File: config.mk
export PLATFORM = sky130hd
export DESIGN_NAME = seq_mult_unit
export DESIGN_NICKNAME = d
export VERILOG_FILES = /design/src/rtl/seq_mult_unit.sv
export SDC_FILE = /design/constraint.sdc
export NUM_CORES = 1
export LEC_CHECK = 0
export CELL_PAD_IN_SITES_DETAIL_PLACEMENT = 1
export CELL_PAD_IN_SITES_GLOBAL_PLACEMENT = 2
export CORE_MARGIN = 10
export CORE_UTILIZATION = 33
export CTS_CLUSTER_DIAMETER = 50
export DETAILED_ROUTE_END_ITERATION = 7
export PLACE_DENSITY = 0.95
export REMOVE_ABC_BUFFERS = 1
export SLEW_MARGIN = 20
export SYNTH_ARGS = -nofsm -noshare
export SYNTH_HDL_FRONTEND = slang
export SYNTH_SLANG_ARGS = --single-unit
File: constraint.sdc
create_clock -name clock -period 9.7 [get_ports clock]
set_input_delay 2.91 -clock clock [delete_from_list [all_inputs] [get_ports clock]]
set_output_delay 2.91 -clock clock [all_outputs]
set_load 0.02 [all_outputs]
File: src/rtl/seq_mult_unit.sv
// seq_mult_unit
//   Iterative signed WIDTH x WIDTH radix-2 Booth multiplier for the multdiv
//   path. One operand pair is taken per accepted start. One Booth step is
//   retired per clock, and the 2*WIDTH-bit product is presented after WIDTH
//   steps.
//
//   Handshake: start is sampled only while the unit is idle (busy=0,
//   ready=0). The edge that samples start=1 captures op_a/op_b. A start
//   seen while running or while ready is high is dropped, not queued.
//   ready is a single-cycle pulse, and result_lo/result_hi/exception are
//   valid while it is high. These outputs then hold until the next product
//   or reset.
//
//   Optional build macro: SEQ_MULT_EXC_EN
//     defined   - exception flags a product outside the signed WIDTH-bit range
//     undefined - exception is constant 0 and no compare logic is built
//
// Ports
//   clock       in   system clock, rising edge
//   reset       in   synchronous, active-high; clears all state
//   start       in   request a multiply (honoured only when idle)
//   op_a        in   WIDTH  signed multiplicand
//   op_b        in   WIDTH  signed multiplier
//   result_lo   out  WIDTH  low word of product
//   result_hi   out  WIDTH  high word of product
//   ready       out  1-cycle pulse, result valid
//   busy        out  high while Booth steps are being retired
//   exception   out  product overflows signed WIDTH bits (macro-dependent)
//   iter_count  out  ITER_BITS  Booth step counter (debug/bench visibility)
module seq_mult_unit #(
    parameter int WIDTH     = 32,
    parameter int ITER_BITS = 6
) (
    input  logic                 clock,
    input  logic                 reset,
    input  logic                 start,
    input  logic [WIDTH-1:0]     op_a,
    input  logic [WIDTH-1:0]     op_b,
    output logic [WIDTH-1:0]     result_lo,
    output logic [WIDTH-1:0]     result_hi,
    output logic                 ready,
    output logic                 busy,
    output logic                 exception,
    output logic [ITER_BITS-1:0] iter_count
);

    typedef enum logic [1:0] {
        S_IDLE = 2'd0,
        S_RUN  = 2'd1,
        S_DONE = 2'd2
    } state_t;

    localparam logic [ITER_BITS-1:0] LAST_STEP = ITER_BITS'(WIDTH - 1);

    state_t state, state_nx;

    // The accumulator and the multiplicand carry one extra bit. This lets
    // acc - m stay exact when m = -2^(WIDTH-1).
    logic [WIDTH:0]     acc;
    logic [WIDTH:0]     m;
    logic [WIDTH-1:0]   q;
    logic               q_m1;
    logic [ITER_BITS-1:0] cnt;

    logic [WIDTH:0]     sum;
    logic [WIDTH:0]     acc_nx;
    logic [WIDTH-1:0]   q_nx;
    logic               q_m1_nx;
    logic               last_step;

    assign last_step  = (cnt == LAST_STEP);
    assign iter_count = cnt;
    assign busy       = (state == S_RUN);
    assign ready      = (state == S_DONE);

    // One Booth step: add/subtract by the pair {q[0], q_m1}. Then
    // arithmetic-shift {sum, q, q_m1} right by one.
    always_comb begin
        sum = acc;
        case ({q[0], q_m1})
            2'b01:   sum = acc + m;
            2'b10:   sum = acc - m;
            default: sum = acc;
        endcase
        acc_nx  = {sum[WIDTH], sum[WIDTH:1]};
        q_nx    = {sum[0], q[WIDTH-1:1]};
        q_m1_nx = q[0];
    end

    // State register
    always_ff @(posedge clock) begin
        if (reset) begin
            state <= S_IDLE;
        end else begin
            state <= state_nx;
        end
    end

    // Next-state logic
    always_comb begin
        state_nx = state;
        case (state)
            S_IDLE:  if (start) state_nx = S_RUN;
            S_RUN:   if (last_step) state_nx = S_DONE;
            S_DONE:  state_nx = S_IDLE;
            default: state_nx = S_IDLE;
        endcase
    end

    // Datapath and result registers
    always_ff @(posedge clock) begin
        if (reset) begin
            acc       <= '0;
            m         <= '0;
            q         <= '0;
            q_m1      <= 1'b0;
            cnt       <= '0;
            result_lo <= '0;
            result_hi <= '0;
        end else begin
            case (state)
                S_IDLE: begin
                    if (start) begin
                        m    <= {op_a[WIDTH-1], op_a};
                        acc  <= '0;
                        q    <= op_b;
                        q_m1 <= 1'b0;
                        cnt  <= '0;
                    end
                end
                S_RUN: begin
                    acc  <= acc_nx;
                    q    <= q_nx;
                    q_m1 <= q_m1_nx;
                    cnt  <= cnt + ITER_BITS'(1);
                    // After the final step, {acc[WIDTH-1:0], q} is the full
                    // product. acc[WIDTH] is only a sign copy.
                    if (last_step) begin
                        result_hi <= acc_nx[WIDTH-1:0];
                        result_lo <= q_nx;
                    end
                end
                default: begin
                end
            endcase
        end
    end

`ifdef SEQ_MULT_EXC_EN
    // Overflow means the high word is not pure sign extension of the low
    // word. It is captured together with the result.
    always_ff @(posedge clock) begin
        if (reset) begin
            exception <= 1'b0;
        end else if (state == S_RUN && last_step) begin
            exception <= (acc_nx[WIDTH-1:0] != {WIDTH{q_nx[WIDTH-1]}});
        end
    end
`else
    assign exception = 1'b0;
`endif

endmodule

# --- After elaboration in Yosys (flattened, before gate mapping) ---
# Cells that the tools add are included.
word_totals:
  regBits: 170
  inputBits: 67
  word_cells: 36
op_classes:
  addsub: 3
  n_eq_ne: 7
  muxes: 12
  n_reduce_logical: 6
op_table:
  columns: ["cell", "n"]
  rows:
  - ["33-bit one-hot mux with 2 select lines", 2]
  - ["32-bit one-hot mux with 2 select lines", 1]
  - ["33-bit adder", 1]
  - ["33-bit two-way mux", 1]
  - ["33-bit subtractor", 1]
  - ["32-bit two-way mux", 1]
  - ["6-bit one-hot mux with 2 select lines", 1]
  - ["2-bit AND reduction", 4]
  - ["6-bit by 1-bit adder with 6-bit output, second input constant", 1]
  - ["6-bit by 5-bit equality test with 1-bit output, second input constant", 1]
  - ["6-bit two-way mux", 1]
  - ["2-bit by 1-bit equality test with 1-bit output, second input constant", 2]
  - ["2-bit equality test, second input constant", 2]
  - ["2-bit two-way mux", 2]
  - ["2-bit one-hot mux with 2 select lines", 1]
  - ["2-bit logical NOT", 1]
  - ["2-bit by 1-bit inequality test with 1-bit output, second input constant", 1]
  - ["2-bit inequality test, second input constant", 1]
  - ["1-bit one-hot mux with 2 select lines", 1]
  - ["2-bit nonzero test", 1]
  - ["1-bit two-way mux", 1]

# --- Logic depth before layout (Yosys ltp) ---
# Gate-level depths: netlist of run 1.
depth:
  word_depth: 3
  mapped_depth: 16

# --- Worst setup path after synthesis of run 1 ---
# OpenSTA, ideal clock, no wires.
synth_timing:
  path_kind: "flip-flop to output port"
  start: "reg state[1]"
  end: "out busy"
  t_arrival_ns: 1.415
  required_time_ns: 6.790
  slack_ns: 5.375
  stages_incl_launch_ff: 6
  cell_sequence: "dfxtp_1 nand2b_1 clkbuf_1 inv_1 clkbuf_1 clkbuf_1"
synth_between:
  elab_chain_len: 1
synth_rtl:
  columns: ["element", "line", "text"]
  rows:
  - ["start, declared", "55", "state_t state, state_nx;"]
  - ["start signal, assigned", "95", "state <= state_nx;"]
  - ["2-bit by 1-bit equality test with 1-bit output", "73", "assign busy = (state == S_RUN);"]
  - ["end, declared", "42", "output logic busy,"]
# Every way passes these cells.

# --- Final worst setup path of run 1 ---
# Same ends and word-level chain as after synthesis.

==> results.md, run 1 <==
- I/O pin count: 140
- Clk Latency, worst-skew pair: around 0.43 ns
- CP Data Required Time: 6.79 ns
- HPWL Detailed: roughly 20 mm
- CP endpoint kind: output port
- # rows: 60
- DRT antenna net count: 0
- FFs w/ async S/R, synth: 0
- Postcts setup bufs: 0
- Largest net degree at the start of global routing: 97
- Status: complete, no violations
- # clock sinks: 169
- Drt pass-1 iters: 5
- Critical path peak fanout: 75
- Drc violations: 0
- Crit-path cells: nand2b_2 -> buf_4 -> inv_1 -> clkdlybuf4s50_1
- TritonCTS clock tree: built
- Longest Clk Path Bufs: 2
- Yosys top cell area share: 0.377
- Total Wirelength: 29.4 mm
- Initial Utilization: 0.334
- Final hold viol count: 0
- Crit-path leading delay family: buffers and inverters
- Routed vias: about 8,800
- Critical path arrival: between 2 and 2.5 ns
- Die Y: 185 um
- Post-synth EDFFs: 0
- TritonCTS Buffers: 17
- Synth top cells by count: 217 x nand2_1, 171 x a21oi_1, 169 x dfxtp_1
- Leakage: 4.02 nW
- Die X: 185 um
- Max Cap Viol: 0
- Final setup TNS: 0 ns
- Reg clk slew, reported paths: approximately 0.060 ns
- Post-synth top flop: dfxtp_1
- Resized Gates After CTS: 0
- Pwr dens: 168 nW/um^2
- Power Total: 1.87 mW
- Finished Cell Area: ~11,000 um^2
- Pins Over Slew Limit: 0
- Root Driver: clkbuf_16
- WL/cell: 17.8 um
- Core ar.: 26,900 um^2
- Vias per cell: 5.33
- Global-route wire length before repair: 47.2 mm
- Placed Instances: 1,624
- Layout Skew: 0.0134 ns
- Global route overflow: 0
- Initial antenna violation count: 0
- Critical path launch point: state[1]
- Setup violations, final: 0
- Cts hold-fix bufs: 0
- Fin cells: approximately 1,700
- Fmax achieved: 192 MHz
- Share of cells above drive strength 1: 0.0433
- Mapped Cells: 1,217
- DRT iter0 DRCs: 458
- Slack of the worst reg-to-reg path: 5.06 ns
- Levels on crit path: 4
- Max_slew headroom: 0.312
- Synthesized area per cell: 7.38 um^2
- R2R Path End: acc[24]
- Placed instance area: approximately 11,000 um^2
- Number of global-route vias before repair: 9,043
- Minimum clock period: ~5.2 ns
- Antenna cells: 0
- Crit path to: busy
- FF-to-FF path depth: 15
- Post-synthesis cell area: between 8000 and 9000 um^2
- Area delta synth->final: 24.1%
- Unrepaired setup endpoints after global routing: false
- Worst path max stage delay: 0.64 ns
- CP startpoint kind: flip-flop
- H-tree levels: 4
- Top cells by area, synth: dfxtp_1 38%, a21oi_1 9.5%, nand2_1 9.1%, nor2_1 5.3%, ha_1 4.9%
- Hold path startpoint: result_lo[12]
- Reg-to-reg startpoint: m[0]
- Area leader, netlist: dfxtp_1
- Net count, final: 1,405
- Gr usage total: 0.168
- Routability cong.: 0.896
- WS Path Type: reg -> out
- Slew of the pin with the lowest slew margin: 1.03 ns
- Critical path buffer and inverter count: 3
- VDD IR max: 0.000112 V
- HP Class: reg -> reg
- Most common cell in the netlist: nand2_1
- Seq/Total Area, Yosys: 0.377
- Port Buf Inserts: around 140
- Yosys cell types: between 60 and 70
- FF+latch count, synth: 169
- Yosys synthesis warning count: 0
- Crit-path slowest cell: buf_4
- Final period utilization: 0.536
- Die area: 34,200 um^2
[report_power, final]
part	internal (mW)	leakage [nW]	total (mW)	switching, mW
clock network	0.370	0.277	0.674	0.304
registers	0.723	1.38	0.752	0.0284
logic	0.170	2.36	0.448	0.278
[routing by layer]
layer	track usage	routed length (um)	vias up
met3	0.0286	1350	37
met1	0.212	13800	4205
met4	0.0517	583	0
li1	-	-	4396
met2	0.285	13700	181
met5	0	0	-
[final cells by class]
type / count / area [um^2]
Clock buffer: 20 / 457
Clock inverter: 12 / 116
Inverter: 24 / 90.1
Tap cell: 341 / 427
Fill cell: 3306 / 15700
Multi-Input combinational cell: 939 / 5200
Sequential cell: 169 / 3380
Timing Repair Buffer: 151 / 1480
[worst reg2reg max path, delay by kind of cell (launching register included)]
family / cells / cell delay (ns)
simple gates: 6 / 2.03
compound gates: 5 / 1.28
fa+ha+maj: 2 / 0.64
flops: 1 / 0.35
xor+xnor: 1 / 0.19
buf+inv: 1 / 0.07
[metrics by stage]
stage	hold slack [ns]	setup WS, ns	util
after detailed placement	0.449	4.58	0.394
final	0.455	4.50	0.415
after global routing	0.473	4.34	0.415
after floorplan	0.436	3.80	-
after CTS	0.460	4.47	0.415
after global placement	0.442	4.62	0.394
[logic make-up (layout without fill, tap and decap cells)]
kind of cell / after synthesis / in the layout / synth area share
compound gates: 353 / 353 / 0.228
xor+xnor: 53 / 53 / 0.0517
fa+ha+maj: 36 / 36 / 0.0510
buf+inv: 109 / 207 / 0.0461
flops: 169 / 169 / 0.377
mux: 7 / 7 / 0.00794
other cells: 1 / 1 / 0.000417
simple gates: 489 / 489 / 0.238
[registers in the layout, indices dropped and copies added (netlist names)]
register    flops
m              32
acc            32
result_hi      32
q_m1            1
result_lo      32
state           2
q              32
iter_count      6
[cells in the final DEF (no fill, tap or decap), types with 3 or more instances in the layout]
cell             synthesis  layout
nor3_1                  58      57
dfxtp_1                169     169
and3_1                   5       5
a211oi_1                 5       5
nand4_1                  5       5
clkbuf_16                0      17
mux2i_1                  6       6
o21bai_1                 4       4
xor2_1                  15      15
buf_4                    1      14
a2111oi_0                3       3
o31ai_1                  6       6
o21ai_0                 81      81
and2_1                   4       4
clkdlybuf4s50_1          0     137
nor4_1                   5       5
nand2b_1                 7       6
a21o_1                  14      14
nor2b_1                  3       3
nand3_1                 34      34
a21oi_1                171     171
xnor2_1                 38      38
a311oi_1                 5       5
nor2_1                 128     128
a32oi_1                  3       3
nand2_1                217     216
o211ai_1                 9       9
or4_1                    6       6
a31oi_1                 18      18
clkinv_4                 0       5
o21a_1                  12      12
a21boi_0                 3       3
or3_1                    5       4
o2111ai_1                3       3
ha_1                    35      35
inv_1                   23      23
nand3b_1                 3       3
[how the worst min path moves through the flow]
stage	depth (start not counted)	end
2_1_floorplan	2	result_lo[30]
3_5_place_dp	2	result_lo[29]
3_3_place_gp	2	result_lo[29]
5_1_grt	2	result_lo[27]
4_1_cts	2	result_lo[12]
6_report	2	result_lo[12]
(Power assumes the default switching activity.)
==> run 2, diff against run 1 <==
CORE_UTILIZATION = 31   (was 33)
PLACE_DENSITY = 0.91   (was 0.95)
clock period = 5.4 ns   (was 9.7 ns; I/O delays follow)
==> run 2 against run 1 <==
  * Combinational power grew 79%
  * Design area grew 0.52%
  * Worst setup slack lost 3.6 ns
  * Highest routed layer unchanged
  * Core utilization shrank 2.3 points
  * First-iteration DRC count shrank 19%
==> results.md, run 2 (same netlist as run 1, synthesis figures left out) <==
- Antenna cells: 0 (unchanged)
- Die Y: 190 um (+2.8%)
- DRT antenna net count: 0 (unchanged)
- Critical path peak fanout: 6 (-92%)
- Reg clk slew, reported paths: 0.07 ns (about the same)
- Slack of the worst reg-to-reg path: 0.91 ns (-4.15 ns)
- WL/cell: 17.7 um (-0.20%)
- Met2 usage: 0.282 (-0.00348)
- Initial antenna violation count: 0 (unchanged)
- Minimum clock period: 4.49 ns
- Critical path arrival: 4.86 ns (+2.57 ns)
- Hold_ws: 0.453 ns (-0.00196 ns)
- CP startpoint kind: flip-flop
- Multi-input gate area: 5200 um^2 (unchanged)
- FF/Latch Area: 3380 um^2 (unchanged)
- Gr usage total: 0.165 (-0.00325)
- Max Cap Viol: 0 (unchanged)
- Crit-path slowest cell: or4_1
- Drc violations: 0 (unchanged)
- Layout Skew: 0.0143 ns (+0.000836 ns)
- PnR worst setup slack: 0.905 ns (-3.59 ns)
- Share of cells above drive strength 1: 0.0448 (+0.00145)
- Most frequent cells in the layout: 216 x nand2_1, 171 x a21oi_1, 169 x dfxtp_1
- Unrepaired setup endpoints after global routing: false
- Crit-path cells: or4_1 -> nor4_4 -> nor4b_1 -> a21oi_1 -> xnor2_1 -> ha_1 -> and4_1 -> nand3b_1 -> o21ai_0 -> o21ai_0 -> or4_1 -> nand3_1
- H-tree levels: 4 (unchanged)
- Hold EP: result_lo[17]
- Top Usage Layer GRT: met2
- Fmax achieved: around 220 MHz
- Vias per cell: 5.18 (-2.7%)
- Initial Utilization: 0.314 (-0.0204)
- TritonCTS clock tree: built
- Status: complete, no violations
- Reg-to-reg startpoint: m[10]
- Clk Latency, worst-skew pair: 0.43 ns (about the same)
- Slew of the pin with the lowest slew margin: 0.926 ns (-0.106 ns)
- Largest net degree at the start of global routing: 78 (-20%)
- Filler cells: 3,487 (+5.5%)
- # rows: 62 (+3.3%)
- # clock sinks: 169 (unchanged)
- Net count, final: 1,407 (+0.14%)
- TritonCTS Buffers: 17 (unchanged)
- Routed vias: 8,814 (-0.057%)
- Port Buf Inserts: 138 (unchanged)
- Setup violations, final: 0 (unchanged)
- Hold path startpoint: result_lo[17]
- Levels on crit path: 12 (+8)
- Power Total: 3.35 mW (+79%)
- Longest Clk Path Bufs: 2 (unchanged)
- Final setup TNS: 0 ns (unchanged)
- Max_slew headroom: 0.383 (+0.0709)
- Min-Delay Path Depth: 2 (unchanged)
- Total Wirelength: 30.1 mm (+2.5%)
- Number of global-route vias before repair: 9,156 (+1.2%)
- Final hold viol count: 0 (unchanged)
- DRT iter0 DRCs: 370 (-19%)
- Met3 usage: 0.0331 (+0.00450)
- Pwr dens: 299 nW/um^2 (+78%)
- Area delta synth->final: 24.8%
- GR Util met1: 0.207 (-0.00584)
- Global route overflow: 0 (unchanged)
- Routability cong.: 0.856 (-4.6%)
- Pre-CTS setup slack: 0.917 ns (-3.67 ns)
- VDD IR max: 0.000204 V (+82%)
- Drt pass-1 iters: 4 (-1)
- Resized Gates After CTS: 0 (unchanged)
- Die area: 36,200 um^2 (+5.7%)
- Critical path buffer and inverter count: 0 (-3)
- R2R Path End: acc[31]
- Leakage: 4.01 nW (about the same)
- Die X: 190 um (+2.8%)
- Global-route wire length before repair: 49.1 mm (+4.2%)
- WS Path Type: reg -> reg
- HPWL Detailed: 21.1 mm (+3.0%)
- Worst path max stage delay: 0.69 ns (+0.05 ns)
- Core ar.: 28,600 um^2 (+6.5%)
- Root Driver: clkbuf_16
- Postcts setup bufs: 0 (unchanged)
- Final period utilization: 0.832
- Cts hold-fix bufs: 0 (unchanged)
- FF-to-FF path depth: 12 (-3)
- Pins Over Slew Limit: 0 (unchanged)
- CP Data Required Time: 5.77 ns (-1.02 ns)
- Commonest non-fill, non-tap cell in the layout: nand2_1
- Crit-path leading delay family: simple AND/OR/NAND/NOR gates
- HP Class: reg -> reg
- I/O pin count: 140 (unchanged)
- CP endpoint kind: flip-flop
run 2: tightest hold or removal path, delay by kind of cell, from the launching register on:
kind	cells	cell delay, ns
AOI/OAI and AO/OA	1	0.05
and+or+nand+nor	1	0.05
DFF	1	0.31
run 2: power by group:
group,switching (mW),total (mW),internal (mW)
Combinational,0.494,0.801,0.307
Sequential,0.0520,1.35,1.30
Clock,0.589,1.20,0.611
Total,1.13,3.35,2.22
run 2: metrics by stage:
stage               area [um^2]  utilization  cells
floorplan                  8660            -   1132
global placement          10600        0.372   1669
CTS                       11200        0.392   1701
finish                    11200        0.392   1701
detailed placement        10600        0.372   1669
global route              11200        0.392   1701
run 2: cell type report:
cell class,count,area share
multi-input combinational,939,0.464
sequential,169,0.302
timing repair buffer,153,0.133
tap,384,0.0429
clock buffer,18,0.0383
clock inverter,14,0.0118
inverter,24,0.00804
run 2: how the worst max path moves through the flow:
stage                         from             to  slack, ns
after CTS                     m[0]        acc[30]       0.89
after global placement       m[10]  result_hi[31]       1.02
after global routing         m[10]  result_hi[31]       0.49
final                        m[10]        acc[31]       0.91
after floorplan           state[1]  result_hi[10]      -0.18
after detailed placement     m[10]        acc[31]       0.92
run 2: routing by layer:
| metal | share of wire | wire length (um) | vias up |
|---|---|---|---|
| li1 | - | - | 4407 |
| met1 | 0.48 | 14400 | 4227 |
| met2 | 0.47 | 14100 | 154 |
| met3 | 0.038 | 1150 | 26 |
| met4 | 0.016 | 475 | 0 |
| met5 | 0 | 0 | - |
==> run 3, diff against run 2 <==
clock period = 4.45 ns   (was 5.4 ns; I/O delays follow)
==> run 3 against run 2 <==
  * Critical path depth up 6
  * Hold slack improved by 0.00073 ns
  * Largest power group unchanged
  * First-iteration DRC count rose by 31%
  * Highest routed layer unchanged
  * Global-route usage rose by 0.22 points
  * Via count up 1.6%
==> results.md, run 3 (same netlist as run 1, synthesis figures left out) <==
- HP Class: reg -> reg
- Net count, final: 1,438 (+2.2%)
- TritonCTS Buffers: 17 (unchanged)
- Finished Cell Area: 11,500 um^2 (+2.8%)
- Die X: 190 um (unchanged)
- Setup violations, final: 0 (unchanged)
- Initial Utilization: 0.314 (unchanged)
- Critical path peak fanout: 5 (-1)
- Max Cap Viol: 0 (unchanged)
- Share of cells above drive strength 1: 0.0705 (+0.0257)
- Port Buf Inserts: 138 (unchanged)
- VDD IR max: 0.000252 V (+24%)
- Most frequent cells in the layout: 216 x nand2_1, 171 x a21oi_1, 169 x dfxtp_1
- Fin cells: 1,732 (+1.8%)
- Critical path arrival: 4.52 ns (-0.34 ns)
- CP endpoint kind: flip-flop
- Slew of the pin with the lowest slew margin: 0.814 ns (-0.111 ns)
- Vias per cell: 5.17 (-0.22%)
- Minimum clock period: 4.14 ns (-0.352 ns)
- Number of global-route vias before repair: 9,183 (+0.29%)
- Root Driver: clkbuf_16
- Filler cells: 3,501 (+0.40%)
- Global route overflow: 0 (unchanged)
- Status: complete, no violations
- Fmax achieved: 241 MHz (+8.5%)
- Longest Clk Path Bufs: 2 (unchanged)
- Placed instance area: 10,900 um^2 (+2.2%)
- Area delta synth->final: 28.3%
- Clk Latency, worst-skew pair: 0.44 ns (about the same)
- Placed Instances: 1,699 (+1.8%)
- H-tree levels: 4 (unchanged)
- CP startpoint kind: flip-flop
- Initial antenna violation count: 0 (unchanged)
- Die area: 36,200 um^2 (unchanged)
- DRT antenna net count: 0 (unchanged)
- WS Path Type: reg -> reg
- Power Total: 4.25 mW (+27%)
- Final hold viol count: 0 (unchanged)
- Pins Over Slew Limit: 0 (unchanged)
- CP Data Required Time: 4.83 ns (-0.94 ns)
- TritonCTS clock tree: built
- Crit-path cells: nor2_1 -> nor4b_4 -> buf_4 -> nand2_1 -> buf_4 -> nor2_1 -> buf_4 -> a21oi_1 -> xnor2_1 -> ha_1 -> nand2_1 -> nor2_1 -> o2111ai_1 -> and3_1 -> o21ai_0 -> o21ai_0 -> or4_1 -> nand3_1
- Final setup TNS: 0 ns (unchanged)
- Antenna cells: 0 (unchanged)
- Final period utilization: 0.931 (+0.0987)
- Leakage: 4.22 nW (+5.1%)
- Pre-CTS setup slack: 0.205 ns (-0.712 ns)
- Reg clk slew, reported paths: 0.08 ns (about the same)
- Worst path max stage delay: 0.50 ns (-0.19 ns)
- Max_slew headroom: 0.457 (+0.0743)
- Global-route wire length before repair: 49.5 mm (+0.84%)
- Routed vias: 8,955 (+1.6%)
- HPWL Detailed: 21.4 mm (+1.6%)
- # clock sinks: 169 (unchanged)
- Layout Skew: 0.0138 ns (-0.000422 ns)
- Routability cong.: 0.887 (+3.7%)
- Drt pass-1 iters: 5 (+1)
- Drc violations: 0 (unchanged)
- WL/cell: 17.8 um (+0.27%)
- Core Util, Final: 0.403 (+0.0111)
- Gr usage total: 0.167 (+0.00225)
- Crit-path slowest cell: or4_1
- Largest net degree at the start of global routing: 125 (+60%)
- # rows: 62 (unchanged)
- Commonest non-fill, non-tap cell in the layout: nand2_1
- Pwr dens: 369 nW/um^2 (+23%)
- I/O pin count: 140 (unchanged)
- PnR worst setup slack: 0.307 ns (-0.598 ns)
- DRT iter0 DRCs: 484 (+31%)
- Hold_ws: 0.454 ns (+0.000730 ns)
- Core ar.: 28,600 um^2 (unchanged)
- Die Y: 190 um (unchanged)
- Total Wirelength: 30.8 mm (+2.1%)
-- run 3: layout make-up --
class / count / area [um^2] / area share
clock buffers: 17 / 425 / 0.0369
clock inverters: 15 / 181 / 0.0157
inverters: 24 / 90.1 / 0.00781
multi-input cells: 939 / 5230 / 0.454
flip-flops and latches: 169 / 3380 / 0.293
well taps: 384 / 480 / 0.0417
repair buffers: 184 / 1740 / 0.151
-- run 3: worst paths after layout --
path / cells past startpoint / from / slack (ns) / endpoint
max: 18 / m[2] / 0.31 / acc[31]
min: 2 / result_lo[5] / 0.45 / result_lo[5]
max reg2reg: 18 / m[2] / 0.31 / acc[31]
min reg2reg: 2 / result_lo[5] / 0.45 / result_lo[5]
-- run 3: critical path, delay by kind of cell, from the launching register on --
| family | cells | cell delay, ns |
|---|---|---|
| AND/OR/NAND/NOR | 9 | 1.89 |
| AO/OA/AOI/OAI | 4 | 0.81 |
| buffers and inverters | 3 | 0.51 |
| flip-flops | 1 | 0.36 |
| adder cells (fa/ha/maj) | 1 | 0.36 |
| XOR/XNOR | 1 | 0.14 |
-- run 3: routing by layer --
| metal | track usage | wire (um) |
|---|---|---|
| met1 | 0.215 | 14700 |
| met2 | 0.281 | 14500 |
| met4 | 0.0494 | 537 |
| met5 | 0 | 0 |
| met3 | 0.0285 | 1060 |
-- run 3: what timing repair did --
| action | 4_1_cts | 5_1_grt |
|---|---|---|
| endpoints found under the setup margin | 0 | 24 |
| gates resized for setup | 0 | 7 |
| hold buffers | 0 | 0 |
| setup buffers | 0 | 1 |
-- run 3: power by group --
group,total [mW],switching [mW],internal [mW],leakage (nW)
combinational,1.05,0.624,0.430,2.54
sequential,1.64,0.0651,1.58,1.38
clock,1.55,0.746,0.808,0.298
